## src/rtl/ex_mem_result_sched.sv

```systemverilog
// rtl/ex_mem_result_sched.sv - EX/MEM result register shared by the ALU and a 32-cycle shift-add multiplier
module ex_mem_result_sched #(
    parameter int MUL_CYCLES = 32
) (
    input  logic        clock,
    input  logic        reset_n,
    input  logic        ex_valid,
    input  logic        ex_is_mul,
    input  logic [31:0] data_from_ALU,
    input  logic [31:0] op_a,
    input  logic [31:0] op_b,
    input  logic        flush,
    output logic        stall_ex,
    output logic        busy,
    output logic [31:0] data_for_Mem_stage,
    output logic        mem_valid
);

    localparam logic [4:0] CNT_LAST = 5'(MUL_CYCLES - 1);

    typedef enum logic {IDLE, BUSY} state_t;

    state_t      state;
    logic [31:0] acc;
    logic [31:0] mcand;
    logic [31:0] mplier;
    logic [4:0]  cnt;
    logic [31:0] addend;

    assign addend   = mplier[0] ? mcand : 32'd0;
    assign busy     = (state == BUSY);
    // Release the stall in the last BUSY cycle so the next instruction enters EX as the product retires.
    assign stall_ex = !flush && (((state == IDLE) && ex_valid && ex_is_mul) ||
                                 ((state == BUSY) && (cnt != CNT_LAST)));

    always_ff @(posedge clock or negedge reset_n) begin
        if (!reset_n) begin
            state              <= IDLE;
            acc                <= 32'd0;
            mcand              <= 32'd0;
            mplier             <= 32'd0;
            cnt                <= 5'd0;
            data_for_Mem_stage <= 32'd0;
            mem_valid          <= 1'b0;
        end else if (flush) begin
            state     <= IDLE;
            cnt       <= 5'd0;
            mem_valid <= 1'b0;
        end else begin
            case (state)
                IDLE: begin
                    if (ex_valid && ex_is_mul) begin
                        mcand     <= op_a;
                        mplier    <= op_b;
                        acc       <= 32'd0;
                        cnt       <= 5'd0;
                        state     <= BUSY;
                        mem_valid <= 1'b0;
                    end else if (ex_valid) begin
                        data_for_Mem_stage <= data_from_ALU;
                        mem_valid          <= 1'b1;
                    end else begin
                        mem_valid <= 1'b0;
                    end
                end
                BUSY: begin
                    acc       <= acc + addend;
                    mcand     <= mcand << 1;
                    mplier    <= mplier >> 1;
                    cnt       <= cnt + 5'd1;
                    mem_valid <= 1'b0;
                    if (cnt == CNT_LAST) begin
                        data_for_Mem_stage <= acc + addend;
                        mem_valid          <= 1'b1;
                        state              <= IDLE;
                    end
                end
                default: state <= IDLE;
            endcase
        end
    end

endmodule

```

## config.mk

```make
export PLATFORM = sky130hd
export DESIGN_NAME = ex_mem_result_sched
export DESIGN_NICKNAME = d
export VERILOG_FILES = /design/src/rtl/ex_mem_result_sched.sv
export SDC_FILE = /design/constraint.sdc
export NUM_CORES = 1
export LEC_CHECK = 0
export CAP_MARGIN = 0
export CELL_PAD_IN_SITES_DETAIL_PLACEMENT = 0
export CELL_PAD_IN_SITES_GLOBAL_PLACEMENT = 1
export CORE_MARGIN = 8
export CORE_UTILIZATION = 40
export DETAILED_ROUTE_END_ITERATION = 6
export GPL_TIMING_DRIVEN = 0
export MAX_ROUTING_LAYER = met4
export PLACE_DENSITY = 0.78
export SLEW_MARGIN = 15
export SYNTH_ARGS = -nofsm -noshare
export SYNTH_HDL_FRONTEND = slang
export SYNTH_SLANG_ARGS = --single-unit
```

## constraint.sdc

```tcl
create_clock -name clock -period 9.35 [get_ports clock]
set_input_delay 2.3375 -clock clock [delete_from_list [all_inputs] [get_ports clock]]
set_output_delay 2.3375 -clock clock [all_outputs]
set_load 0.02 [all_outputs]
```

## Word-level counts from Yosys, hierarchy flattened

Index checks and enable logic that the tools add are counted.

- Add/subtract/negate cells: 2
- Equality and inequality tests: 7
- Multiplexer cells: 23
- Bitwise logic cells: 2
- Reduce and logical (&&, ||, !) cells: 9

Operator list:

| cell | number |
|---|---|
| case mux 32 bit (2 select lines) | 4 |
| 2-to-1 mux 32 bit | 7 |
| adder 32 bit | 1 |
| 2-to-1 mux 5 bit | 2 |
| case mux 5 bit (2 select lines) | 1 |
| 2-to-1 mux 1 bit | 7 |
| adder 5 x 1 -> 5 bit (second input constant) | 1 |
| == test 5 bit (second input constant) | 1 |
| logical AND 1 bit | 5 |
| != test 5 bit (second input constant) | 1 |
| != test 2 x 1 -> 1 bit (second input constant) | 2 |
| != test 2 bit (second input constant) | 2 |
| case mux 1 bit (2 select lines) | 2 |
| AND reduction 4 bit | 1 |
| != test 3 x 2 -> 1 bit (second input constant) | 1 |
| NOT 1 bit | 2 |
| AND reduction 2 bit | 1 |
| logical NOT 1 bit | 1 |
| logical OR 1 bit | 1 |

- Register bits after elaboration: 135
- Bits of input ports: 101
- Output and inout bits: 35
- Word-level logic and storage cells: 50

## Depth between registers and ports, before layout

- Depth in word-level cells: 5
- Gate-level depth with buffers: 12
- Mapped depth without buffers: 11

## Least setup slack after synthesis

Ideal clock, no wire load.

- Kind: input to output
- Start point: input ex_valid
- End point: output stall_ex
- Data arrival time: 3.649 ns
- Data required time: 7.013 ns
- Path slack: 3.363 ns
- Stages: 6
- Buffers on the path: 3
- Cell sequence: a21oi_1 or2_2 clkbuf_1 clkbuf_1 clkbuf_1 a21oi_1

- Word-level cells in the longest chain between the ends: 4

Ends and longest elaborated chain:

| item | line | source |
|---|---|---|
| start, declared | 7 | `input logic ex_valid,` |
| logical AND 1 bit (2 in series) | 33 | `assign stall_ex = !flush && (((state == IDLE) && ex_valid && ex_is_mul) \|\|` |
| logical OR 1 bit | 33 |  |
| logical AND 1 bit | 33 |  |
| end, declared | 13 | `output logic stall_ex,` |

No other way between the ends.

## Final worst setup path

Same ends and word-level chain as after synthesis.

==> impl_metrics.json <==
{
  "status": "finished clean",
  "synth.net_count": 982,
  "endpoint_kind": "output pin",
  "synth_edf_count": 0,
  "rsz0062_at_grt": "no",
  "r2r-end": "acc[30]",
  "routabilityCongestion": 0.883,
  "hold_class": "reg2reg",
  "antennaDiodeCount": 0,
  "die_y_um": 155,
  "fmax_mhz": 127,
  "detailedPlace.worstSlack_ns": 1.45,
  "syn_area_um2": 7680,
  "drt_iter0_drc": 392,
  "cp.arrival_ns": 5.53,
  "clkTransAtPathRegs_ns": 0.06,
  "slew_headroom_pct": 45.7,
  "syn_to_final_growth_pct": 29.2,
  "synth_top_area_cell": "dfrtp_1",
  "critPathLaunchType": "input pin",
  "cts_setup_buffers": 0,
  "setup_viol": 0,
  "multiInputGateArea_um2": 4060,
  "path_class": "in2out",
  "drc": 0,
  "postSynthCellCount": 847,
  "ys_seq_area_share_pct": 44.0,
  "crit_required_ns": 7.01,
  "io_buffers": 135,
  "grt_overflow_total": 0,
  "p_clk_share_pct": 33.7,
  "synthDistinctLibCells": 56,
  "h-tree-depth": 4,
  "rows": 50,
  "core_region_area_um2": 18800,
  "antenna_left": 0,
  "grt_usage_pct": 20.5,
  "clk_latency_ns": 0.42,
  "p_int_w": 0.00132,
  "syn_avg_cell_area_um2": 9.07,
  "cap_violations": 0,
  "antenna_found_initial": 0,
  "r2r_cells": 11,
  "dieWidth_um": 155,
  "power_switching_w": 0.000631,
  "worstReg2RegStart": "mplier[0]",
  "root_buffer": "clkbuf_16",
  "ys_warn_count": 0,
  "clock-sinks": 135,
  "dr.pass1.iters": 5,
  "die-area_um2": 23900,
  "setup_tns_ns": 0,
  "ctsResizeCount": 0,
  "synth_top_area_share_pct": 44.0,
  "drt-total-wl_mm": 23.4,
  "cts_buffer_depth": 2,
  "routed_via_density": 5.39,
  "ios": 136,
  "rrSetupSlack_ns": 5.77,
  "fin_ws_ns": 1.48,
  "dp_hpwl_mm": 17.7,
  "period_needed_ns": 7.87,
  "hold_buffers": 0,
  "async_flop_share_pct": 100,
  "initial_utilization_pct": 40.9,
  "nets": 1137,
  "worst_slew_pin_slew_ns": 0.814,
  "grt_pass1_vias": 6915,
  "irDropWorstVdd_v": 0.000127,
  "netlist_top_cells_count": "151 x nand2_1, 135 x dfrtp_1, 115 x o21ai_0, 70 x mux2i_1, 56 x a21oi_1",
  "finalHoldViolCount": 0,
  "p_per_area_nw_per_um2": 197,
  "wl_per_cell_um": 18.7,
  "numCtsBuffers": 17,
  "cts_tree": "built",
  "pwr-share-comb_pct": 27.1,
  "startpoint": "ex_valid",
  "power_frac_seq_pct": 39.2,
  "path_max_fanout": 10,
  "grt_pass1_wl_mm": 37.6,
  "layout.area.seq_um2": 3380,
  "fill_cells": 1788,
  "drv_slew": 0,
  "p_leak_nw": 4.39,
  "synth_area_leaders": "dfrtp_1 44%, mux2i_1 9.1%, o21ai_0 7.5%",
  "ys_ff_latch": 135,
  "finClkSkew_ns": 0.00776,
  "layout-drive-gt1-share_pct": 4.14,
  "synth_ff_type": "dfrtp_1",
  "vias": 6723,
  "grt_max_degree": 88,
  "post-synth-top-count-cell": "nand2_1",
  "p_sw_share_pct": 32.3,
  "endpoint": "stall_ex",
  "finalCritPeriodShare_pct": 84.1
}
==> routing by layer <==
| layer | up-vias | global-route usage, % | wire length, um |
|---|---|---|---|
| met2 | 165 | 32.1 | 10800 |
| met1 | 3224 | 26.3 | 10900 |
| li1 | 3309 | - | - |
| met5 | - | - | 0 |
| met3 | 25 | 4.63 | 1120 |
| met4 | 0 | 5.55 | 487 |
==> cell usage in the layout, fill, tap and decap left out, types with 13 or more instances in the layout <==
cell type / count
xnor2_1: 14
clkbuf_1: 50
o21ai_0: 115
dfrtp_1: 135
nand2_1: 151
clkbuf_16: 17
ha_1: 33
a21oi_1: 56
clkdlybuf4s50_1: 134
nor2_1: 34
mux2i_1: 70
and2_1: 33
a31oi_1: 16
a21o_1: 13
==> logic make-up after synthesis <==
| kind of cell | after synthesis | share of synthesized area, % |
|---|---|---|
| simple gates | 263 | 15.5 |
| flops | 135 | 44.0 |
| mux | 71 | 9.27 |
| fa+ha+maj | 34 | 5.63 |
| compound gates | 255 | 19.8 |
| buf+inv | 65 | 3.18 |
| xor+xnor | 24 | 2.74 |
==> power by group through the flow <==
| stage | Sequential (W) | Clock [W] | Combinational [W] |
|---|---|---|---|
| 6_report | 0.000765 | 0.000658 | 0.000528 |
| 3_5_place_dp | 0.000775 | 0 | 0.000531 |
| 3_3_place_gp | 0.000773 | 0 | 0.000525 |
| 5_1_grt | 0.000779 | 0.000696 | 0.000587 |
| 4_1_cts | 0.000766 | 0.000669 | 0.000534 |
| 2_1_floorplan | 0.000788 | 0 | 0.000286 |
==> critical path, stage by stage <==
cell	delay (ns)
clkdlybuf4s50_1	0.45
a21oi_1	0.31
or2_2	0.17
clkbuf_1	0.49
clkbuf_1	0.55
clkbuf_1	0.54
a21oi_1	0.08
clkdlybuf4s50_1	0.60
==> registers in the layout, indices dropped and copies added, names as in the netlist <==
signal / count
acc: 32
busy: 1
cnt: 5
data_for_Mem_stage: 32
mcand: 32
mem_valid: 1
mplier: 32
==> worst min path at each step <==
stage,endpoint,cells after the start,from
floorplan,mplier[10],2,mplier[10]
global placement,mplier[24],2,mplier[24]
detailed placement,mplier[16],2,mplier[16]
CTS,mplier[16],2,mplier[16]
global route,mplier[15],2,mplier[15]
finish,mplier[16],2,mplier[16]
==> per-stage QoR <==
| stage | hold WS (ns) | std cells | util, % | total power (W) | instance area [um^2] |
|---|---|---|---|---|---|
| finish | 0.476 | 1248 | 52.9 | 0.00195 | 9930 |
| global route | 0.501 | 1248 | 52.9 | 0.00206 | 9930 |
| CTS | 0.484 | 1248 | 52.9 | 0.00197 | 9930 |
| detailed placement | 0.471 | 1217 | 49.9 | 0.00131 | 9360 |
| global placement | 0.461 | 1216 | 49.7 | 0.00130 | 9330 |
| floorplan | 0.450 | 847 | - | 0.00107 | 7680 |
==> area by class of cell <==
type	count	share of cell area (%)
clock inverter	12	1.29
clock buffer	19	4.46
buffer	54	2.04
tap	234	2.95
multi-input combinational	647	40.9
timing repair buffer	136	13.9
sequential	135	34.0
inverter	11	0.416
No activity file was read; power rests on OpenSTA's default activity.
